===== config.mk =====
export PLATFORM = sky130hd
export DESIGN_NAME = seg_scan_decoder
export DESIGN_NICKNAME = d
export VERILOG_FILES = /design/src/rtl/seg_scan_pkg.sv /design/src/rtl/seg7_decode.sv /design/src/rtl/seg_scan_decoder.sv
export SDC_FILE = /design/constraint.sdc
export NUM_CORES = 1
export LEC_CHECK = 0
export ABC_AREA = 1
export ABC_CLOCK_PERIOD_IN_PS = 3300
export BUFFER_PORTS_ARGS = -buffer_cell sky130_fd_sc_hd__buf_4
export CELL_PAD_IN_SITES_DETAIL_PLACEMENT = 0
export CELL_PAD_IN_SITES_GLOBAL_PLACEMENT = 2
export CORE_MARGIN = 3
export CORE_UTILIZATION = 37
export CTS_BUF_LIST = sky130_fd_sc_hd__clkbuf_16
export DETAILED_ROUTE_END_ITERATION = 12
export PLACE_DENSITY = 0.83
export SLEW_MARGIN = 20
export SYNTH_ARGS = -nofsm -noshare
export SYNTH_HDL_FRONTEND = slang
export SYNTH_SLANG_ARGS = --single-unit

===== constraint.sdc =====
create_clock -name clk -period 3.3 [get_ports clk]
set_clock_uncertainty 0.15 [all_clocks]
set_input_delay 0.165 -clock clk [delete_from_list [all_inputs] [get_ports clk]]
set_output_delay 0.165 -clock clk [all_outputs]
set_load 0.005 [all_outputs]

===== src/rtl/seg_scan_pkg.sv =====
`default_nettype none
// ============================================================================
//  Module   : seg_scan_pkg
//  Brief    : Segment codes, field positions and scan FSM states shared by the
//             7-segment scan-bus decoder and its decode helper.
//  Revision : 1.0  initial release
// ============================================================================
package seg_scan_pkg;

    // gfedcba, active-high
    localparam logic [6:0] C_SEG_0     = 7'h3F;
    localparam logic [6:0] C_SEG_1     = 7'h06;
    localparam logic [6:0] C_SEG_2     = 7'h5B;
    localparam logic [6:0] C_SEG_3     = 7'h4F;
    localparam logic [6:0] C_SEG_4     = 7'h66;
    localparam logic [6:0] C_SEG_5     = 7'h6D;
    localparam logic [6:0] C_SEG_6     = 7'h7D;
    localparam logic [6:0] C_SEG_7     = 7'h07;
    localparam logic [6:0] C_SEG_8     = 7'h7F;
    localparam logic [6:0] C_SEG_9     = 7'h6F;
    localparam logic [6:0] C_SEG_A     = 7'h77;
    localparam logic [6:0] C_SEG_B     = 7'h7C;
    localparam logic [6:0] C_SEG_C     = 7'h39;
    localparam logic [6:0] C_SEG_D     = 7'h5E;
    localparam logic [6:0] C_SEG_E     = 7'h79;
    localparam logic [6:0] C_SEG_F     = 7'h71;
    localparam logic [6:0] C_SEG_BLANK = 7'h00;

    localparam int C_SEG_MSB = 6;
    localparam int C_DP_BIT  = 7;

    typedef enum logic [1:0] {
        S_IDLE   = 2'd0,
        S_SETTLE = 2'd1,
        S_DONE   = 2'd2
    } scan_state_t;

endpackage
`default_nettype wire


===== src/rtl/seg7_decode.sv =====
`default_nettype none
// ============================================================================
//  Module   : seg7_decode
//  Brief    : Combinational 7-segment pattern to hex nibble decoder with
//             decimal-point, blank and invalid-pattern flags.
//  Revision : 1.0  initial release
// ============================================================================
module seg7_decode
    import seg_scan_pkg::*;
(
    input  logic [7:0] seg,
    output logic [3:0] nibble,
    output logic       dp,
    output logic       blank,
    output logic       err
);

    always_comb begin
        nibble = 4'h0;
        blank  = 1'b0;
        err    = 1'b0;
        dp     = seg[C_DP_BIT];
        case (seg[C_SEG_MSB:0])
            C_SEG_0:     nibble = 4'h0;
            C_SEG_1:     nibble = 4'h1;
            C_SEG_2:     nibble = 4'h2;
            C_SEG_3:     nibble = 4'h3;
            C_SEG_4:     nibble = 4'h4;
            C_SEG_5:     nibble = 4'h5;
            C_SEG_6:     nibble = 4'h6;
            C_SEG_7:     nibble = 4'h7;
            C_SEG_8:     nibble = 4'h8;
            C_SEG_9:     nibble = 4'h9;
            C_SEG_A:     nibble = 4'hA;
            C_SEG_B:     nibble = 4'hB;
            C_SEG_C:     nibble = 4'hC;
            C_SEG_D:     nibble = 4'hD;
            C_SEG_E:     nibble = 4'hE;
            C_SEG_F:     nibble = 4'hF;
            C_SEG_BLANK: blank  = 1'b1;
            default:     err    = 1'b1;
        endcase
    end

endmodule
`default_nettype wire


===== src/rtl/seg_scan_decoder.sv =====
`default_nettype none
// ============================================================================
//  Module   : seg_scan_decoder
//  Brief    : Samples a multiplexed 7-segment scan bus, rebuilds 8-digit frames
//             and commits a frame once it repeats across consecutive scans.
//  Revision : 1.0  initial release
// ============================================================================
module seg_scan_decoder
    import seg_scan_pkg::*;
#(
    parameter int   SETTLE         = 4,
    parameter int   STABLE_FRAMES  = 2,
    parameter int   TIMEOUT        = 65535,
    parameter logic BIT_ACTIVE_LOW = 1'b0,
    parameter logic SEG_ACTIVE_LOW = 1'b0
) (
    input  logic        clk,
    input  logic        rst_n,
    input  logic [7:0]  bit_sel,
    input  logic [7:0]  seg,
    input  logic [7:0]  light,
    output logic [31:0] digits,
    output logic [7:0]  dp,
    output logic [7:0]  blank,
    output logic [7:0]  err,
    output logic [7:0]  light_q,
    output logic        frame_valid,
    output logic        scan_lost
);

    localparam int C_SETTLE_W = (SETTLE > 1) ? $clog2(SETTLE) : 1;
    localparam int C_STABLE_W = $clog2(STABLE_FRAMES + 1);
    localparam int C_IDLE_W   = (TIMEOUT > 1) ? $clog2(TIMEOUT) : 1;
    localparam logic [C_SETTLE_W-1:0] C_SETTLE_MAX = C_SETTLE_W'(SETTLE - 1);
    localparam logic [C_STABLE_W-1:0] C_STABLE_MAX = C_STABLE_W'(STABLE_FRAMES);
    localparam logic [C_IDLE_W-1:0]   C_IDLE_MAX   = C_IDLE_W'(TIMEOUT - 1);

    logic [7:0] r_bit_s1, r_bit_s2, r_seg_s1, r_seg_s2, r_light_s1, r_light_s2;

    always_ff @(posedge clk or negedge rst_n) begin
        if (!rst_n) begin
            r_bit_s1   <= '0;
            r_bit_s2   <= '0;
            r_seg_s1   <= '0;
            r_seg_s2   <= '0;
            r_light_s1 <= '0;
            r_light_s2 <= '0;
        end else begin
            r_bit_s1   <= bit_sel;
            r_bit_s2   <= r_bit_s1;
            r_seg_s1   <= seg;
            r_seg_s2   <= r_seg_s1;
            r_light_s1 <= light;
            r_light_s2 <= r_light_s1;
        end
    end

    logic [7:0] w_sel, w_seg;
    logic       w_onehot;
    logic [2:0] w_sel_idx;

    assign w_sel    = BIT_ACTIVE_LOW ? ~r_bit_s2 : r_bit_s2;
    assign w_seg    = SEG_ACTIVE_LOW ? ~r_seg_s2 : r_seg_s2;
    assign w_onehot = (w_sel != 8'd0) && ((w_sel & (w_sel - 8'd1)) == 8'd0);

    always_comb begin
        w_sel_idx = 3'd0;
        for (int i = 0; i < 8; i++) begin
            if (w_sel[i]) w_sel_idx = 3'(i);
        end
    end

    scan_state_t           r_state, w_state_nxt;
    logic [2:0]            r_idx, w_idx_nxt;
    logic [C_SETTLE_W-1:0] r_settle_cnt, w_settle_nxt;
    logic                  w_sample, w_timeout;
    logic [C_IDLE_W-1:0]   r_idle_cnt;
    logic                  r_scan_lost;

    // The cycle a new select is first seen counts as the first settle cycle.
    always_comb begin
        w_state_nxt  = r_state;
        w_idx_nxt    = r_idx;
        w_settle_nxt = r_settle_cnt;
        w_sample     = 1'b0;
        if (!w_onehot) begin
            w_state_nxt  = S_IDLE;
            w_settle_nxt = '0;
        end else if (r_state == S_IDLE || w_sel_idx != r_idx) begin
            w_idx_nxt = w_sel_idx;
            if (SETTLE <= 1) begin
                w_sample     = 1'b1;
                w_state_nxt  = S_DONE;
                w_settle_nxt = '0;
            end else begin
                w_state_nxt  = S_SETTLE;
                w_settle_nxt = C_SETTLE_W'(1);
            end
        end else if (r_state == S_SETTLE) begin
            if (r_settle_cnt == C_SETTLE_MAX) begin
                w_sample     = 1'b1;
                w_state_nxt  = S_DONE;
                w_settle_nxt = '0;
            end else begin
                w_settle_nxt = r_settle_cnt + 1'b1;
            end
        end
    end

    assign w_timeout = !w_sample && !r_scan_lost && (r_idle_cnt == C_IDLE_MAX);

    always_ff @(posedge clk or negedge rst_n) begin
        if (!rst_n) begin
            r_state      <= S_IDLE;
            r_idx        <= '0;
            r_settle_cnt <= '0;
        end else if (w_timeout) begin
            r_state      <= S_IDLE;
            r_settle_cnt <= '0;
        end else begin
            r_state      <= w_state_nxt;
            r_idx        <= w_idx_nxt;
            r_settle_cnt <= w_settle_nxt;
        end
    end

    logic [3:0] w_nibble;
    logic       w_dp, w_blank, w_err;

    seg7_decode u_decode (
        .seg    (w_seg),
        .nibble (w_nibble),
        .dp     (w_dp),
        .blank  (w_blank),
        .err    (w_err)
    );

    logic [31:0] r_work_digits, r_prev_digits, r_digits;
    logic [7:0]  r_work_dp, r_work_blank, r_work_err, r_mask;
    logic [7:0]  r_prev_dp, r_prev_blank, r_prev_err;
    logic [7:0]  r_dp, r_blank, r_err, r_light_q;
    logic        r_complete, r_frame_valid;
    logic [C_STABLE_W-1:0] r_stable, w_stable_nxt;
    logic [7:0]  w_mask_set;
    logic        w_same;

    assign w_mask_set = r_mask | (8'd1 << w_idx_nxt);

    always_ff @(posedge clk or negedge rst_n) begin
        if (!rst_n) begin
            r_work_digits <= '0;
            r_work_dp     <= '0;
            r_work_blank  <= '0;
            r_work_err    <= '0;
            r_mask        <= '0;
            r_complete    <= 1'b0;
        end else begin
            r_complete <= 1'b0;
            if (w_sample) begin
                r_work_digits[{w_idx_nxt, 2'b00} +: 4] <= w_nibble;
                r_work_dp[w_idx_nxt]    <= w_dp;
                r_work_blank[w_idx_nxt] <= w_blank;
                r_work_err[w_idx_nxt]   <= w_err;
                if (w_mask_set == 8'hFF) begin
                    r_mask     <= '0;
                    r_complete <= 1'b1;
                end else begin
                    r_mask <= w_mask_set;
                end
            end else if (w_timeout) begin
                r_mask <= '0;
            end
        end
    end

    assign w_same = (r_work_digits == r_prev_digits) && (r_work_dp == r_prev_dp) &&
                    (r_work_blank == r_prev_blank) && (r_work_err == r_prev_err);

    always_comb begin
        w_stable_nxt = C_STABLE_W'(1);
        if (w_same) begin
            w_stable_nxt = (r_stable == C_STABLE_MAX) ? r_stable : r_stable + 1'b1;
        end
    end

    // Commit only on the transition into the saturated count, so a frame that
    // keeps repeating does not pulse frame_valid again.
    always_ff @(posedge clk or negedge rst_n) begin
        if (!rst_n) begin
            r_prev_digits <= '0;
            r_prev_dp     <= '0;
            r_prev_blank  <= '0;
            r_prev_err    <= '0;
            r_stable      <= '0;
            r_digits      <= '0;
            r_dp          <= '0;
            r_blank       <= 8'hFF;
            r_err         <= '0;
            r_light_q     <= '0;
            r_frame_valid <= 1'b0;
        end else begin
            r_frame_valid <= 1'b0;
            if (w_timeout) begin
                r_stable <= '0;
            end else if (r_complete) begin
                r_prev_digits <= r_work_digits;
                r_prev_dp     <= r_work_dp;
                r_prev_blank  <= r_work_blank;
                r_prev_err    <= r_work_err;
                r_stable      <= w_stable_nxt;
                if (w_stable_nxt == C_STABLE_MAX && r_stable != C_STABLE_MAX) begin
                    r_digits      <= r_work_digits;
                    r_dp          <= r_work_dp;
                    r_blank       <= r_work_blank;
                    r_err         <= r_work_err;
                    r_light_q     <= r_light_s2;
                    r_frame_valid <= 1'b1;
                end
            end
        end
    end

    always_ff @(posedge clk or negedge rst_n) begin
        if (!rst_n) begin
            r_idle_cnt  <= '0;
            r_scan_lost <= 1'b0;
        end else if (w_sample) begin
            r_idle_cnt  <= '0;
            r_scan_lost <= 1'b0;
        end else begin
            if (r_idle_cnt != C_IDLE_MAX) r_idle_cnt <= r_idle_cnt + 1'b1;
            if (w_timeout) r_scan_lost <= 1'b1;
        end
    end

    assign digits      = r_digits;
    assign dp          = r_dp;
    assign blank       = r_blank;
    assign err         = r_err;
    assign light_q     = r_light_q;
    assign frame_valid = r_frame_valid;
    assign scan_lost   = r_scan_lost;

endmodule
`default_nettype wire


# After elaboration in Yosys (flattened, before gate mapping)
# Cells that the tools add are included.
totals:
  regBits: 260
  in_bits: 26
  output_inout_bits: 66
op_classes:
  addsub: 5
  magnitude_cmp: 2
  eq_ne: 31
  shifts: 3
  mux: 48
  bitwise: 3
  n_reduce_logical: 22
ops:
  columns: ["op", "n"]
  rows:
  - ["7-bit == test, second input constant", 12]
  - ["4-bit one-hot mux with 15 select lines", 1]
  - ["32-bit bitwise mux", 1]
  - ["32-bit == test", 1]
  - ["16-bit two-way mux", 2]
  - ["4-bit by 7-bit variable shift with 32-bit output, first input constant", 1]
  - ["4-bit by 7-bit indexed part select with 32-bit output", 1]
  - ["2-bit two-way mux", 14]
  - ["8-bit bitwise mux", 3]
  - ["8-bit == test", 3]
  - ["3-bit two-way mux", 8]
  - ["8-bit two-way mux", 3]
  - ["17-bit OR reduction", 1]
  - ["16-bit by 1-bit adder with 16-bit output, second input constant", 1]
  - ["16-bit == test, second input constant", 1]
  - ["16-bit != test, second input constant", 1]
  - ["1-bit two-way mux", 15]
  - ["7-bit by 3-bit == test with 1-bit output, second input constant", 2]
  - ["7-bit by 6-bit == test with 1-bit output, second input constant", 2]
  - ["8-bit bitwise AND", 1]
  - ["8-bit == test, second input constant", 1]
  - ["1-bit logical AND", 8]
  - ["8-bit zero test", 1]
  - ["4-bit by 1-bit != test with 1-bit output, second input constant", 2]
  - ["other kinds (21)", 28]

# Logic depth before layout (Yosys ltp)
depth:
  depth_word: 16
  depth_mapped: 18
  depth_no_buf: 17

# Modules after synthesis
# Synthesis repeated with hierarchy kept, for this count alone.
hier_totals:
  hier_cells: 1397
  area_unflattened_um2: 11687.5
by_module_without_submodules:
  columns: ["mod", "instances", "cells_per_inst", "area_each_um2", "seq_area_each_um2"]
  rows:
  - ["seg_scan_decoder", 1, 1321, 11364.6, 6516.2]
  - ["seg7_decode", 1, 76, 322.8, 0.0]

# Worst setup path before layout
# OpenSTA, ideal clock, no wires.
synth_timing:
  path_type: "register to register"
  from: "register r_bit_s2[3]"
  to: "register r_work_digits[1]"
  setup_time_ns: 0.127
  t_arrival_ns: 2.694
  t_required_ns: 3.023
  path_slack_ns: 0.329
  path_stages_with_launch: 18
  period_less_slack_ns: 2.971
  cell_sequence: "dfrtp_1 > nor2_1 > nand2_1 > nand2_1 > inv_1 > nor2_2 > nand3_4 > nand2_1 > nand2_1 > buf_4 > ha_1 > ha_1 > clkbuf_1 > inv_1 > nor3_1 > nand3_2 > inv_1 > o21ai_0"
synth_between:
  elab_chain_cells: 12
  word_cells_on_any_way: 20
  classes_between: "add/sub: 2; eq/ne: 1; shift: 2; mux: 10; bitwise: 1; reduce/logical: 4"
synth_lines:
  columns: ["element", "line_no", "rtl"]
  rows:
  - ["from (decl)", "seg_scan_decoder.sv:38", "logic [7:0] r_bit_s1, r_bit_s2, r_seg_s1, r_seg_s2, r_light_s1, r_light_s2;"]
  - ["from (signal assigned)", "seg_scan_decoder.sv:50", "r_bit_s2 <= r_bit_s1;"]
  - ["branches (longest 12 deep; another with 8-bit by 1-bit subtractor with 8-bit output)", null, null]
  - ["to (signal, indexed assignment)", "seg_scan_decoder.sv:160", "r_work_digits[{w_idx_nxt, 2'b00} +: 4] <= w_nibble;"]
  - ["to (decl)", "seg_scan_decoder.sv:138", "logic [31:0] r_work_digits, r_prev_digits, r_digits;"]
# Several ways; the timed one is not identified.
# A chain may end at the register's enable or synchronous reset.

# Worst setup path in the final report
layout_timing:
  from: "register r_bit_s2[3]"
  to: "register r_work_digits[16]"
# Same word-level chain as after synthesis.

==> summary.md <==
| Metric | Value |
|---|---|
| Final Util | `45.29%` |
| Final Cell Area | `0.01393 sq mm` |
| Met3 Use GR | `2.519%` |
| Postcts setup bufs | `0` |
| Total wire length | `27,850 um` |
| WP data required | `3630 ps` |
| Cts bufs inserted | `30` |
| Total power | `6.876 mW` |
| Slew headroom | `42.97%` |
| Final Non-Filler Cells | `1,918` |
| Routability cong. | `0.8319` |
| Max incr delay on CP | `400 ps` |
| CP Max Fanout | `13` |
| Number of global-route vias before repair | `8,947` |
| Die height | `182.9 um` |
| Final period utilization | `87.83%` |
| Nets | `1,539` |
| Slew Limit Fails | `0` |
| WP buf/inv | `3` |
| Max Cap Viol | `0` |
| All-layer global routing usage | `17.03%` |
| Endpoints failing hold | `0` |
| Grt met1 use | `23.85%` |
| Synth warn | `0` |
| Crit path max-delay family | `simple AND/OR/NAND/NOR gates` |
| Most common cell on crit path | `nand2_1` |
| Peak VDD IR | `412.7 uV` |
| H-tree depth | `1` |
| Worst hold start | `light[4]` |
| Number of remaining DRC errors | `0` |
| Commonest non-fill, non-tap cells in the layout | `nand2_1, dfrtp_1, inv_1, buf_4, nor2_1` |
| Routed len/inst | `14.52 um` |
| Worst-path clk slew | `60 ps` |
| Placed instance area | `0.01277 sq mm` |
| Syn avg cell area | `8.465 sq um` |
| Initial Util | `37.66%` |
| Worst hold slack | `102.1 ps` |
| Syn_nets | `1,405` |
| Final setup TNS | `0 ps` |
| Grt total ovfl | `0` |
| Grt met2 use | `28.32%` |
| Drt initial violations | `558` |
| Global-route wire length before repair | `46,850 um` |
| Worst-skew pair later-pin latency | `560 ps` |
| Crit start category | `flop` |
| CP Capture Type | `flop` |
| Chip width | `182.9 um` |
| Dpl hpwl | `19,740 um` |
| Leak pwr | `7.193 nW` |
| DIE AREA | `0.03346 sq mm` |
| Top FF cell, synth | `dfrtp_1` |
| Final setup fails | `0` |
| CTS tree | `yes` |
| Mapped Area | `0.01158 sq mm` |
| Sequential fraction of the synthesis area | `56.27%` |
| Clock Tree Root | `clkbuf_16` |
| Slew @ Worst Pin | `855.5 ps` |
| Worst Hold Depth | `2` |
| Hold Path Class | `in -> reg` |
| Worst r2r src | `r_bit_s2[3]` |
| Peak Freq | `345.0 MHz` |
| Crit path kind | `reg -> reg` |
| Synth async-reset ratio | `100.0%` |
| Number of synthesized flops with an enable pin | `0` |
| Buffers on Ports | `91` |
| RSZ-0062 raised after global routing | `false` |
| Diodes inserted | `0` |
| Share of layout cells above drive strength 1 | `12.29%` |
| Area Growth Syn to Fin | `20.26%` |
| Sink Count | `260` |
| Reg2reg end | `r_work_digits[16]` |
| CTS Buffer Depth | `3` |
| Fill count | `3,085` |
| R2R cell count | `16` |
| Crit-path slowest cell | `dfrtp_1` |
| Yosys reg bits | `260` |
| Initial antenna violation count | `0` |
| Drt first pass iters | `5` |
| Distinct cell type count after synthesis | `37` |
| Largest net degree at the start of global routing | `106` |
| Worst Path Arrival | `3230 ps` |
| Tmin final | `2898 ps` |
| Pwr dens | `493.8 mW/mm^2` |
| Vias per cell | `4.698` |
| Antenna-violating nets left | `0` |
| Ports | `92` |
| Most common cell after layout, fill and taps aside | `nand2_1` |
| Pre-CTS setup slack | `287.9 ps` |
| Via count | `9,010` |
| Outcome | `completed` |
| Number of placed cells counting well taps | `1,841` |
| Rows | `64` |
| Reg2reg setup slack | `400 ps` |
| Core Region | `0.03075 sq mm` |
| Fin worst setup slack | `401.7 ps` |
| Hold EP | `r_light_s1[4]` |
| Crit path cell chain | `nor2_1 -> nand2_1 -> nand2_1 -> inv_1 -> nor2_2 -> nand3_4 -> nand2_1 -> nand2_2 -> ha_1 -> ha_1 -> inv_1 -> buf_4 -> nand4_1 -> nor2_4 -> nor2_1 -> a21oi_1` |
| Busiest grt layer | `met2` |
| Gate Count Post-Synth | `1,368` |
==> sequential cells by signal, indices dropped and copies added (netlist names), 16 cells and up <==
signal         count
digits            32
r_idle_cnt        16
r_prev_digits     32
r_work_digits     32
==> per-layer routing <==
layer | vias to the layer above | share of wire, %
met2 | 133 | 47
met5 | - | 0
li1 | 4555 | -
met3 | 39 | 3.7
met4 | 0 | 2.1
met1 | 4283 | 47
==> how the worst max path moves through the flow <==
stage / slack, ps / depth (start not counted) / to / startpoint
2_1_floorplan: 330 / 17 / r_work_digits[1] / r_bit_s2[3]
3_3_place_gp: 360 / 16 / r_work_digits[16] / r_bit_s2[3]
3_5_place_dp: 290 / 15 / r_work_digits[18] / r_bit_s2[3]
4_1_cts: 280 / 15 / r_work_digits[18] / r_bit_s2[3]
5_1_grt: 50 / 15 / r_work_digits[1] / r_bit_s2[3]
6_report: 400 / 16 / r_work_digits[16] / r_bit_s2[3]
==> synthesized netlist by cell type, drive strengths merged, types with 6 or more instances <==
| master | n | share of area, % |
|---|---|---|
| nand2 | 587 | 19 |
| dfrtp | 252 | 54 |
| nor2 | 111 | 4.0 |
| inv | 102 | 3.3 |
| o21ai | 95 | 4.1 |
| nand3 | 56 | 3.1 |
| xnor2 | 38 | 2.9 |
| buf | 25 | 1.5 |
| nand4 | 24 | 1.4 |
| a21oi | 19 | 0.85 |
| nor3 | 19 | 0.96 |
| ha | 11 | 1.2 |
| dfstp | 8 | 1.8 |
| clkbuf | 6 | 0.19 |
| xor2 | 6 | 0.45 |
==> cell type report <==
class / instances / area (sq um) / share of cell area (%)
sequential: 260 / 6516 / 46.79
clock buffer: 30 / 750.7 / 5.391
multi-input combinational: 974 / 4491 / 32.25
tap: 396 / 495.5 / 3.558
timing repair buffer: 133 / 1144 / 8.212
clock inverter: 22 / 142.6 / 1.024
inverter: 103 / 386.6 / 2.776
==> cells by family after synthesis <==
kind of cell / share of synthesized area, %
simple gates: 28.91
flops: 56.27
buf+inv: 5.013
compound gates: 5.284
xor+xnor: 3.328
fa+ha+maj: 1.189
==> where the power goes <==
part           internal (mW)  total, mW  switching [mW]  leakage [nW]
registers               3.23       3.25          0.0231          3.47
logic                  0.172      0.616           0.444          3.26
clock network           1.71       3.01            1.29         0.459
total                   5.12       6.88            1.76          7.19
==> repair_timing <==
item                       CTS  global route
setup endpoints to repair    0             5
hold buffers                25             0
hold endpoints to repair   125             0
resized for setup            0             2
(Power assumes the default switching activity.)
